`src/rtl/rgbw_pwm_core.sv`:
```
// Four-channel RGBW PWM with a shared period counter advanced by rising edges of a prescaled clock level.
// Latency: a sampled tick updates the counter and is visible on pwm* one clk later; periodStart lags its wrap by one clk.
// Backpressure: a single-entry shadow buffer holds one duty set; dutyReady stays low until a wrap applies it.
module rgbw_pwm_core #(
  parameter int WIDTH = 8
) (
  input  logic             clk,
  input  logic             reset,
  input  logic             clkPresc,
  input  logic [WIDTH-1:0] dutyR,
  input  logic [WIDTH-1:0] dutyG,
  input  logic [WIDTH-1:0] dutyB,
  input  logic [WIDTH-1:0] dutyW,
  input  logic             dutyValid,
  output logic             dutyReady,
  output logic             pwmR,
  output logic             pwmG,
  output logic             pwmB,
  output logic             pwmW,
  output logic             periodStart
);

  // One duty value per channel, packed R,G,B,W from MSB to LSB.
  typedef struct packed {
    logic [WIDTH-1:0] r;
    logic [WIDTH-1:0] g;
    logic [WIDTH-1:0] b;
    logic [WIDTH-1:0] w;
  } duty_t;

  logic             presc_d, presc_q;
  logic [WIDTH-1:0] cnt_d, cnt_q;
  duty_t            active_d, active_q;
  duty_t            pending_d, pending_q;
  logic             pending_full_d, pending_full_q;
  logic [3:0]       pwm_d, pwm_q;
  logic             period_start_d, period_start_q;
  logic             tick;
  logic             wrap;
  logic             xfer;
  duty_t            duty_in;

  assign duty_in = {dutyR, dutyG, dutyB, dutyW};

  assign {pwmR, pwmG, pwmB, pwmW} = pwm_q;
  assign periodStart              = period_start_q;

  // Tick detection, period counting, shadow-buffer handshake and output compare.
  always_comb begin
    presc_d        = clkPresc;
    tick           = clkPresc & ~presc_q;
    wrap           = tick & (cnt_q == '1);
    dutyReady      = ~pending_full_q & ~reset;
    xfer           = dutyValid & dutyReady;

    cnt_d          = tick ? cnt_q + WIDTH'(1) : cnt_q;
    active_d       = active_q;
    pending_d      = pending_q;
    pending_full_d = pending_full_q;

    // Apply only at a period boundary so a channel never changes mid-period.
    if (wrap && pending_full_q) begin
      active_d       = pending_q;
      pending_full_d = 1'b0;
    end

    // Accepting a set only happens with the buffer empty, so it can never race the
    // apply above; a set taken on a wrap edge waits for the following wrap.
    if (xfer) begin
      pending_d      = duty_in;
      pending_full_d = 1'b1;
    end

    // Compare against the counter value already in effect; duty 2^WIDTH-1 leaves one low tick.
    pwm_d          = {cnt_q < active_q.r, cnt_q < active_q.g,
                      cnt_q < active_q.b, cnt_q < active_q.w};
    period_start_d = wrap;
  end

  // State registers with synchronous reset; a reset discards any pending set.
  always_ff @(posedge clk) begin
    if (reset) begin
      presc_q        <= 1'b0;
      cnt_q          <= '0;
      active_q       <= '0;
      pending_q      <= '0;
      pending_full_q <= 1'b0;
      pwm_q          <= '0;
      period_start_q <= 1'b0;
    end else begin
      presc_q        <= presc_d;
      cnt_q          <= cnt_d;
      active_q       <= active_d;
      pending_q      <= pending_d;
      pending_full_q <= pending_full_d;
      pwm_q          <= pwm_d;
      period_start_q <= period_start_d;
    end
  end

endmodule

```
`config.mk`:
```
export PLATFORM = sky130hd
export DESIGN_NAME = rgbw_pwm_core
export DESIGN_NICKNAME = d
export VERILOG_FILES = /design/src/rtl/rgbw_pwm_core.sv
export SDC_FILE = /design/constraint.sdc
export NUM_CORES = 1
export LEC_CHECK = 0
export ABC_AREA = 1
export CORE_MARGIN = 3
export CORE_UTILIZATION = 59
export CTS_BUF_LIST = sky130_fd_sc_hd__clkbuf_8
export CTS_CLUSTER_DIAMETER = 40
export DETAILED_ROUTE_END_ITERATION = 10
export GPL_TIMING_DRIVEN = 0
export PLACE_DENSITY = 0.93
export SETUP_SLACK_MARGIN = 0.15
export SLEW_MARGIN = 20
export SYNTH_ARGS = -nofsm -noshare
export SYNTH_HDL_FRONTEND = slang
export SYNTH_SLANG_ARGS = --single-unit
```
`constraint.sdc`:
```
create_clock -name clk -period 1.7 [get_ports clk]
set_input_delay 0.51 -clock clk [delete_from_list [all_inputs] [get_ports clk]]
set_output_delay 0.51 -clock clk [all_outputs]
set_load 0.01 [all_outputs]
```
; ---- Yosys cells after proc, flatten, opt, wreduce, memory -nomap -nowiden
; Index checks and enable logic that the tools add are counted.
[word_totals]
output_inout_bits = 6
wordCells = 30
ff_bits = 79
[classes]
n_eq_ne = 1
magnitude_cmp = 4
n_addsub = 1
n_mux = 2
bitwise_logic = 7
reduce_logical = 2
[ops]
columns = op, n
row1 = < comparator 8 bit, 4
row2 = adder 8 x 1 -> 8 bit (second input constant), 1
row3 = equality test 8 bit (second input constant), 1
row4 = bitwise AND 1 bit, 4
row5 = inverter 1 bit, 3
row6 = two-way mux 1 bit, 2
row7 = nonzero test 2 bit, 1
row8 = logical AND 1 bit, 1

; ---- Longest topological paths before layout
; Gate-level depths: netlist of run 1.
[depth]
depth_word = 6
mapped_depth = 8
depth_no_buf = 7

; ---- Worst setup path before layout of run 1
; No wires, ideal clock.
[synth_path]
path_type = input-to-output
startpoint = in reset
endpoint = out dutyReady
path_buffers = 2
arrival_time_ns = 1.076
cell_stages = 3
slack_ns = 0.114
t_required_ns = 1.190
path_cell_list = buf_2 > buf_1 > nor2_1
[synth_via]
elab_chain_len = 2
[synth_rtl]
columns = item, line
row1 = "start, declared", 8  ; input logic reset,
row2 = inverter 1 bit, 53  ; dutyReady = ~pending_full_q & ~reset;
row3 = bitwise AND 1 bit, 53
row4 = "end, declared", 15  ; output logic dutyReady,
; Every way passes these cells.

; ---- Worst setup path after layout of run 1
[layout_path]
startpoint = reg pending_full_q
endpoint = out dutyReady
[layout_via]
elab_chain_len = 2
[layout_rtl]
columns = item, line
row1 = "start, declared", 35  ; logic pending_full_d, pending_full_q;
row2 = "start signal, assigned", 95  ; pending_full_q <= pending_full_d;
row3 = inverter 1 bit, 53
row4 = bitwise AND 1 bit, 53
; Every way passes these cells.

==> flow_summary.yaml, run 1 <==
status:
  status: "finished, final reports clean"
clock_tree:
  cts_made_buffers: 9
  hold_buffers: 0
  cts_root_buf: "clkbuf_8"
  cts_tree: "built"
  clk_pin_slew_ns: 0.09
  clock_path_buffers: 2
  clock_latency_ns: 0.37
  htreeDepth: 3
  clock_sinks: 79
yosys:
  yosysSeqAreaShare_pct: 40.4
  synth_cells: 549
  avgSynthCellArea_um2: 7.14
  yosysTopAreaCell: "dfxtp_1"
  synth_cell_type_count: 22
  yosysMostFrequentCell: "nand2_1"
  synth_top_cell_area_share_pct: 40.4
  yosys_most_used_dff: "dfxtp_1"
  synth_edf_count: 0
  syn-num-nets: 614
  ys_top_cells_by_count: "145 x nand2_1, 112 x inv_1, 79 x dfxtp_1"
  synth-seq-cells: 79
  postSynth.asyncResetShare_pct: 0
  syn_area_um2: 3920
  yosysWarnings: 0
  synth_area_leaders: "dfxtp_1 40%, nand2_1 14%, inv_1 11%"
worst_setup_path:
  worstSetupPathDepth: 4
  worstPathArrival_ns: 1.15
  cp_slowest_cell: "dfxtp_2"
  critPathCaptureType: "output port"
  start_kind: "register"
  rr_worst_depth: 9
  reg2reg_slack_ns: 0.14
  critical-path-top-delay-family: "buffers and inverters"
  crit_path_end: "dutyReady"
  path_max_fanout: 10
  cp_cell_sequence: "buf_8 -> buf_8 -> nor2_4 -> buf_6"
  reg2reg_to: "active_q[6]"
  critPathBufInv: 3
  cp_common_cell: "buf_8"
  r2r_start: "cnt_q[0]"
  crit_type: "reg -> out"
  max_stage_delay_ns: 0.34
  required_ns: 1.19
  cp-startpoint: "pending_full_q"
pwr:
  seq_power_share_pct: 52.9
  clkPwrFrac_pct: 35.4
  pwr-share-comb_pct: 11.7
  switching_share_pct: 27.7
  power_mw: 3.68
  vdd_drop_max_uv: 696
  internal_power_mw: 2.66
  power_density_nw_per_um2: 765
  p_leak_nw: 2.23
  p_sw_mw: 1.02
global_routing:
  globalRouteOverflowTotal: 0
  grt_max_degree: 16
  grt_pass1_vias: 3535
  track_usage_pct: 26.6
  antenna_found_initial: 0
  grt_first_pass_wirelength_mm: 15.7
sta:
  slew_violations: 0
  rsz0062_at_grt: "yes"
  fin_tns_setup_ns: 0
  finalHoldWorstSlack_ns: 0.483
  fmax_ghz: 0.604
  slew_headroom_pct: 67.3
  finalCriticalPeriod_ns: 1.66
  setup_violations: 0
  tightest_slew_ns: 0.490
  finalHoldViolCount: 0
  fin_skew_ns: 0.0108
  fin_ws_ns: 0.0437
  min_period_over_period_pct: 97.4
finish:
  design_area_um2: 4800
  antenna-diode-count: 0
  final_cells: 694
  fin_util_pct: 75.2
  num-fill-cells: 399
  drive_above_1_share_pct: 10.5
  fin_nets: 677
  area_growth_syn_to_layout_pct: 22.6
drt:
  wl_per_cell_um: 15.3
  wl_met2_mm: 5.05
  dr.pass1.iters: 7
  highest_layer: "met4"
  drt-met1-wl_mm: 4.20
  initialDrtViolationCount: 382
  drt_wl_total_mm: 10.6
  vias: 3949
  wl_met3_um: 863
  post-route-drc-count: 0
  ant_nets: 0
  via_per_inst: 5.69
die:
  start_util_pct: 61.3
  ioPinCount: 42
  coreArea_um2: 6390
  die_area_um2: 7650
  die_y_um: 87.5
  fp-row-count: 29
  die_w_um: 87.5
place:
  dpl_worst_slack_ns: -0.994
  dp_hpwl_mm: 6.87
  io_buffers: 41
  placed_area_um2: 4430
  dp.cells: 667
  gp_congestion: 0.901
hold_path:
  hold_class: "reg -> reg"
flow_run:
  drv_cap: 0
[sequential cells by signal (all words and copies together) (netlist names)]
signal / count
active_q: 32
pending_q: 32
cnt_q: 8
pwm_q: 4
pending_full_q: 1
periodStart: 1
presc_q: 1
[tightest hold or removal path, cell delays in order, from the launching register on]
cell and delay [ns]:
dfxtp_1 0.30, inv_1 0.07, o31ai_1 0.07
[layer usage]
layer	vias to the layer above	track usage, %
met2	252	44.1
met3	61	5.49
li1	1850	-
met4	0	16.0
met1	1786	31.3
met5	-	0
[cell usage in the layout, fill, tap and decap left out, types with 5 or more instances in the layout]
cell and instances:
nand2_1 144, inv_1 112, dfxtp_1 70, nor2_1 52, nand4_1 36, clkdlybuf4s50_1 33
o31ai_1 32, ha_1 29, a21oi_1 14, buf_4 13, clkbuf_8 9, clkbuf_4 8
dfxtp_2 7, nand3_1 6, dlygate4sd2_1 6, buf_6 5, buf_1 5
[repair_timing]
item | CTS | global route
pin swaps | 3 | 2
buffers inserted | 6 | 5
setup endpoints to repair | 49 | 62
resized for setup | 31 | 33
[kinds of logic (layout without fill, tap and decap cells)]
logic type | after synthesis | count (layout) | synth area share [%]
compound gates | 51 | 51 | 8.69
xor+xnor | 1 | 1 | 0.224
fa+ha+maj | 29 | 29 | 9.26
buf+inv | 141 | 209 | 14.1
flops | 79 | 79 | 40.4
simple gates | 248 | 248 | 27.3
[power by group through the flow]
stage | clock [mW] | sequential, mW | combinational [mW]
floorplan | 0 | 1.99 | 0.208
global placement | 0 | 1.99 | 0.359
detailed placement | 0 | 1.99 | 0.378
CTS | 1.28 | 1.95 | 0.385
global route | 1.36 | 1.95 | 0.469
finish | 1.30 | 1.95 | 0.430
[area by class of cell]
type	count	area, um2	share of cell area (%)
sequential	79	1600	33.3
multi-input combinational	329	1800	37.5
inverter	113	424	8.83
clock buffer	9	124	2.58
tap	77	96.3	2.01
timing repair buffer	52	492	10.2
clock inverter	7	56.3	1.17
buffer	28	214	4.45
[how the worst min path moves through the flow]
stage	start	endpoint	slack (ns)	cells after the start
3_5_place_dp	pending_q[25]	pending_q[25]	0.47	2
5_1_grt	pending_q[1]	pending_q[1]	0.50	2
2_1_floorplan	pending_q[10]	pending_q[10]	0.44	2
3_3_place_gp	pending_q[14]	pending_q[14]	0.46	2
4_1_cts	pending_q[24]	pending_q[24]	0.48	2
6_report	pending_q[10]	pending_q[10]	0.48	2
(Power assumes the default switching activity.)
==> run 2: changes to the inputs <==
--- a/config.mk
+++ b/config.mk
@@ -12,6 +12,7 @@
 export CTS_CLUSTER_DIAMETER = 40
 export DETAILED_ROUTE_END_ITERATION = 10
 export GPL_TIMING_DRIVEN = 0
+export HOLD_SLACK_MARGIN = 0.03
 export PLACE_DENSITY = 0.93
 export SETUP_SLACK_MARGIN = 0.15
 export SLEW_MARGIN = 20
==> results of run 2 <==
Final layout, timing and power as in run 1 (identical DEF).
